File: config.mk
export PLATFORM = sky130hd
export DESIGN_NAME = vga_fetch
export DESIGN_NICKNAME = d
export VERILOG_FILES = /design/src/rtl/vga_fetch_pkg.sv /design/src/rtl/sync_fifo.sv /design/src/rtl/vga_fetch.sv
export SDC_FILE = /design/constraint.sdc
export NUM_CORES = 1
export LEC_CHECK = 0
export CORE_ASPECT_RATIO = 1.2
export CORE_MARGIN = 2
export CORE_UTILIZATION = 40
export DETAILED_ROUTE_END_ITERATION = 8
export DONT_BUFFER_PORTS = 1
export GPL_ROUTABILITY_DRIVEN = 0
export PLACE_DENSITY = 0.66
export REMOVE_ABC_BUFFERS = 1
export SLEW_MARGIN = 25
export SYNTH_ARGS = -nofsm -noshare
export SYNTH_HDL_FRONTEND = slang
export SYNTH_SLANG_ARGS = --single-unit
File: constraint.sdc
create_clock -name clk -period 11.9 [get_ports clk]
set_input_delay 2.38 -clock clk [delete_from_list [all_inputs] [get_ports clk]]
set_output_delay 2.38 -clock clk [all_outputs]
set_load 0.01 [all_outputs]
File: src/rtl/vga_fetch_pkg.sv
// Shared widths and FSM state encoding for the VGA frame fetcher.
package vga_fetch_pkg;

  localparam int ADDR_W  = 24;
  localparam int DATA_W  = 16;
  localparam int BURST_W = 10;

  typedef enum logic [1:0] {
    IDLE,
    REQ,
    RECV,
    DRAIN
  } fetch_state_t;

endpackage

File: src/rtl/sync_fifo.sv
// Single-clock FIFO with flush, occupancy level and registered read data.
module sync_fifo #(
  parameter int DEPTH = 32,
  parameter int WIDTH = 16
) (
  input  logic                     clk,
  input  logic                     rst,
  input  logic                     push,
  input  logic [WIDTH-1:0]         push_data,
  input  logic                     pop,
  input  logic                     flush,
  output logic [WIDTH-1:0]         rd_data,
  output logic [$clog2(DEPTH):0]   level,
  output logic                     empty
);

  localparam int AW = $clog2(DEPTH);
  localparam int LW = AW + 1;

  logic [WIDTH-1:0] mem [DEPTH];
  logic [AW-1:0]    wr_ptr;
  logic [AW-1:0]    rd_ptr;
  logic             do_push;
  logic             do_pop;

  assign empty   = (level == '0);
  assign do_pop  = pop && !empty;
  assign do_push = push && ((level != LW'(DEPTH)) || do_pop);

  // NOTE: storage has no reset; the pointers and level alone define its contents.
  always_ff @(posedge clk) begin
    if (do_push && !flush) mem[wr_ptr] <= push_data;
  end

  // NOTE: sequential state uses non-blocking assignments so every register samples pre-edge values.
  always_ff @(posedge clk or posedge rst) begin
    if (rst) begin
      wr_ptr  <= '0;
      rd_ptr  <= '0;
      level   <= '0;
      rd_data <= '0;
    end else begin
      // A pop on an empty FIFO returns zero rather than stale data.
      if (pop) rd_data <= empty ? '0 : mem[rd_ptr];
      if (flush) begin
        wr_ptr <= '0;
        rd_ptr <= '0;
        level  <= '0;
      end else begin
        if (do_push) wr_ptr <= wr_ptr + AW'(1);
        if (do_pop)  rd_ptr <= rd_ptr + AW'(1);
        level <= level + LW'(do_push) - LW'(do_pop);
      end
    end
  end

endmodule

File: src/rtl/vga_fetch.sv
// Prefetches frame pixels from SDRAM in bursts into a pixel FIFO for the VGA scanout.
module vga_fetch
  import vga_fetch_pkg::*;
#(
  parameter int FIFO_DEPTH = 32,
  parameter int BURST_LEN  = 8
) (
  input  logic               clk,
  input  logic               rst,
  input  logic               frame_start,
  input  logic [ADDR_W-1:0]  base_addr,
  input  logic [ADDR_W-1:0]  frame_words,
  output logic               mem_req,
  output logic [ADDR_W-1:0]  mem_addr,
  output logic [BURST_W-1:0] mem_burst,
  input  logic               mem_ack,
  input  logic               mem_dvalid,
  input  logic [DATA_W-1:0]  mem_data,
  input  logic               pix_rd,
  output logic [DATA_W-1:0]  pix_data,
  output logic               pix_empty,
  output logic               underflow
);

  fetch_state_t               state;
  logic [ADDR_W-1:0]          next_addr;
  logic [ADDR_W-1:0]          remaining;
  logic [BURST_W-1:0]         beats;
  logic [BURST_W-1:0]         burst_len;
  logic [$clog2(FIFO_DEPTH):0] level;
  logic                       room_ok;
  logic                       last_beat;
  logic                       fifo_push;

  assign burst_len = (remaining >= ADDR_W'(BURST_LEN)) ? BURST_W'(BURST_LEN) : BURST_W'(remaining);
  // Space for a whole burst is reserved before asking, so pushes never meet a full FIFO.
  assign room_ok   = (32'(level) + 32'(beats)) <= 32'(FIFO_DEPTH - BURST_LEN);
  assign last_beat = mem_dvalid && (beats == BURST_W'(1));
  assign fifo_push = (state == RECV) && mem_dvalid && !frame_start;

  always_ff @(posedge clk or posedge rst) begin
    if (rst) begin
      state     <= IDLE;
      mem_req   <= 1'b0;
      mem_addr  <= '0;
      mem_burst <= '0;
      next_addr <= '0;
      remaining <= '0;
      beats     <= '0;
    end else begin
      case (state)
        IDLE: begin
          if (frame_start) begin
            next_addr <= base_addr;
            remaining <= frame_words;
          end else if ((remaining != '0) && room_ok) begin
            state     <= REQ;
            mem_req   <= 1'b1;
            mem_addr  <= next_addr;
            mem_burst <= burst_len;
          end
        end
        REQ: begin
          if (mem_ack) begin
            mem_req <= 1'b0;
            beats   <= mem_burst;
            if (frame_start) begin
              // A granted burst must still be drained even though the frame restarted.
              state     <= DRAIN;
              next_addr <= base_addr;
              remaining <= frame_words;
            end else begin
              state     <= RECV;
              next_addr <= next_addr + ADDR_W'(mem_burst);
              remaining <= remaining - ADDR_W'(mem_burst);
            end
          end else if (frame_start) begin
            state     <= IDLE;
            mem_req   <= 1'b0;
            next_addr <= base_addr;
            remaining <= frame_words;
          end
        end
        RECV, DRAIN: begin
          if (mem_dvalid) beats <= beats - BURST_W'(1);
          if (frame_start) begin
            state     <= DRAIN;
            next_addr <= base_addr;
            remaining <= frame_words;
          end
          if (last_beat) state <= IDLE;
        end
        default: state <= IDLE;
      endcase
    end
  end

  always_ff @(posedge clk or posedge rst) begin
    if (rst)                      underflow <= 1'b0;
    else if (frame_start)         underflow <= 1'b0;
    else if (pix_rd && pix_empty) underflow <= 1'b1;
  end

  // Old pixels are useless once a new frame begins, so the FIFO is flushed immediately.
  sync_fifo #(
    .DEPTH (FIFO_DEPTH),
    .WIDTH (DATA_W)
  ) u_fifo (
    .clk       (clk),
    .rst       (rst),
    .push      (fifo_push),
    .push_data (mem_data),
    .pop       (pix_rd),
    .flush     (frame_start),
    .rd_data   (pix_data),
    .level     (level),
    .empty     (pix_empty)
  );

endmodule
==> impl_results.rst <==
.. list-table::
   :header-rows: 1

   * - Metric
     - Value
   * - Outcome
     - complete, no violations
   * - Average wire per standard cell
     - 25.4 µm
   * - Post-layout minimum cycle time
     - 4.22 ns
   * - CTS Hold Bufs
     - 0
   * - Core region area
     - 66900 µm²
   * - Startpoint kind of the worst setup timing path
     - input pin
   * - Number of clock sinks
     - 640
   * - Vias in the first global route
     - 14422
   * - Netlist Area Pre-Place
     - 27000 µm²
   * - Maximum vdd ir drop
     - 0.000115 V
   * - Vert. Die Dim
     - 288 µm
   * - Kind of critical path
     - input pin to register
   * - Slew headroom
     - 29.5%
   * - Worst Setup End Kind
     - register
   * - Number of fill cells
     - 5695
   * - Clock root buffer
     - sky130_fd_sc_hd__clkbuf_16
   * - Synth top area cells
     - sky130_fd_sc_hd__edfxtp_1 57%, sky130_fd_sc_hd__mux4_2 13%, sky130_fd_sc_hd__dfrtp_1 12%, sky130_fd_sc_hd__ha_1 1.9%, sky130_fd_sc_hd__mux2i_1 1.7%
   * - Count of non-filler cells in the finished layout
     - 2486
   * - CTS buffer count
     - 60
   * - Clock transition at the registers of the reported paths
     - 0.07 ns
   * - Critical-path maximum fanout
     - 20
   * - Total number of vias
     - 14201
   * - Max Cap Violations
     - 0
   * - Global-route wire length before repair
     - 93.8 mm
   * - GRT overflow
     - 0
   * - Total die area
     - 69500 µm²
   * - Final Setup Violations
     - 0
   * - Residual DRC count
     - 0
   * - Final worst-path cycle share
     - 35.4%
   * - Setup Fix Bufs, Post-CTS
     - 0
   * - Largest area contributor in the netlist
     - sky130_fd_sc_hd__edfxtp_1
   * - Ratio of cells with drive above 1 in the final layout
     - 20.9%
   * - Data required time at the worst endpoint
     - 12.14 ns
   * - Yosys warns
     - 0
   * - Clk Latency, worst-skew pair
     - 0.63 ns
   * - Initial antenna violation count
     - 0
   * - Critical Path AT
     - 4.46 ns
   * - Antenna diodes
     - 0
   * - Clock tree skew after final layout
     - 0.0202 ns
   * - Post-cts resize count
     - 0
   * - Number of iterations in the first detailed-routing pass
     - 5
   * - Yosys top cell area share
     - 57.0%
   * - Starting utilization of the core area
     - 40.3%
   * - Final Net Count
     - 1651
   * - HPWL after detailed placement
     - 40.6 mm
   * - Worst slack at placement
     - 7.04 ns
   * - Setup repair after global routing missed its margin
     - no
   * - Synthesis-to-finish area growth
     - 11.2%
   * - Tightest Pin Transition
     - 1.05 ns
   * - Maximum root-to-sink buffer count
     - 3
   * - Ratio of total power to cell area
     - 179 nW/µm²
   * - Number of different library cells in the post-synthesis netlist
     - 68
   * - Total wirelength of the detailed-routed design
     - 63.3 mm
   * - Flops & latches, synth
     - 640
   * - Average vias per placed instance
     - 5.71
   * - Final sum of negative setup slack
     - 0 ns
   * - Portion of the post-synthesis area used by sequential elements
     - 68.9%
   * - Clock tree from TritonCTS
     - yes
   * - Number of H-tree levels
     - 2
   * - Fraction of registers with async set or reset after synthesis
     - 20.0%
   * - Die boundary width
     - 241 µm
   * - Number of placement rows
     - 104
   * - Peak clock frequency supported by timing
     - 237 MHz
   * - Number of endpoints with negative hold slack in the final report
     - 0
   * - Worst min-delay path class
     - register to register
   * - Final Worst Setup Slack
     - 7.68 ns
   * - Synthesized instance count
     - 1539
   * - Top FF cell, synth
     - sky130_fd_sc_hd__edfxtp_1
   * - Syn_area_per_cell
     - 17.5 µm²
   * - Final Core Density
     - 44.8%
   * - Count of input and output buffers
     - 0
   * - Final number of max-transition violations
     - 0
   * - Global-route usage over all layers
     - 18.2%
   * - Initial DRC Count
     - 1291
   * - Number of synthesized flops with an enable pin
     - 512
   * - Number of placed instances with taps included
     - 2374
   * - Leak
     - 10.2 nW
   * - Pin count of the biggest net entering global routing
     - 92
   * - Dominant cell by count in the synthesized netlist
     - sky130_fd_sc_hd__edfxtp_1
   * - Ports placed on the boundary
     - 123
   * - Most instantiated cells after synthesis
     - 512 x sky130_fd_sc_hd__edfxtp_1, 160 x sky130_fd_sc_hd__mux4_2, 128 x sky130_fd_sc_hd__dfrtp_1, 81 x sky130_fd_sc_hd__nor2_1
   * - ANT nets after route
     - 0
==> flip-flops by register name, summed over array words and instances, names as in the netlist <==
name and cells:
underflow 1, state 2, mem_burst 10, u_fifo.wr_ptr 5
u_fifo.level 6, next_addr 24, mem_req 1, beats 10
u_fifo.mem 512, u_fifo.rd_data 16, u_fifo.rd_ptr 5, remaining 24
mem_addr 24
==> cells by family after synthesis <==
family / count (synthesis) / share of synthesized area [%]
flip-flops: 640 / 68.9
AND/OR/NAND/NOR: 275 / 5.11
multiplexers: 233 / 16.4
adder cells (fa/ha/maj): 46 / 2.24
AO/OA/AOI/OAI: 198 / 4.76
buffers and inverters: 130 / 2.02
XOR/XNOR: 17 / 0.552
==> metrics by stage <==
stage / area (µm²) / hold WS (ns) / total power [mW]
4_1_cts: 30000 / 0.484 / 5.42
3_3_place_gp: 27900 / 0.471 / 3.43
6_report: 30000 / 0.480 / 5.38
2_1_floorplan: 26600 / 0.445 / 3.27
5_1_grt: 30000 / 0.514 / 5.56
3_5_place_dp: 27900 / 0.471 / 3.44
==> layout make-up <==
type / count / area (µm²) / share of cell area (%)
Clock buffer: 75 / 1620 / 5.40
Clock inverter: 37 / 430 / 1.44
Inverter: 56 / 215 / 0.718
Multi-Input combinational cell: 769 / 7950 / 26.5
Sequential cell: 640 / 18600 / 62.0
Tap cell: 901 / 1130 / 3.76
Timing Repair Buffer: 8 / 67.6 / 0.225
==> metal layers <==
| layer | track usage [%] | part of all wire (%) | vias to the layer above |
|---|---|---|---|
| met2 | 30.9 | 50 | 534 |
| met3 | 4.12 | 7.9 | 79 |
| met5 | 0 | 0 | - |
| met1 | 23.7 | 41 | 7450 |
| li1 | - | - | 6138 |
| met4 | 4.65 | 1.8 | 0 |
==> worst max-delay path, stage by stage <==
cell and delay (ns):
sky130_fd_sc_hd__nand2_1 0.07, sky130_fd_sc_hd__a2111oi_2 0.31, sky130_fd_sc_hd__buf_4 0.24, sky130_fd_sc_hd__nand2_1 0.50
sky130_fd_sc_hd__nor2_2 0.94
==> cell usage in the layout, fill, tap and decap left out, drive strengths merged, types with 9 or more instances in the layout <==
cell type and instances:
nand3b 10, nand2 55, dfrtp 128, nor2b 10
a21oi 40, inv 58, o21a 13, nor2 81
mux2 27, o21ai 54, ha 42, clkbuf 75
and3 13, nand3 34, mux2i 46, mux4 160
xor2 10, clkinv 20, nor3 24, nand4 9
a22oi 21, edfxtp 512, a21o 10
==> report_power, final <==
group	internal, mW	switching, mW	total, mW
Combinational	0.403	0.402	0.804
Clock	1.13	0.864	1.99
Sequential	2.47	0.115	2.58
==> worst paths after layout <==
| check | slack (ns) | from | cells after the start | end |
|---|---|---|---|---|
| hold / removal | 0.48 | remaining[19] | 1 | remaining[19] |
| hold reg to reg | 0.48 | remaining[19] | 1 | remaining[19] |
| max in group asynchronous | 8.98 | rst | 2 | mem_addr[23] |
| setup reg to reg | 8.20 | u_fifo.rd_ptr[0] | 5 | u_fifo.rd_data[0] |
| min in group asynchronous | 1.73 | rst | 1 | next_addr[12] |
| setup / recovery | 7.68 | pix_rd | 5 | u_fifo.mem[23][2] |
Note: power is estimated with default switching activity, not from simulation.
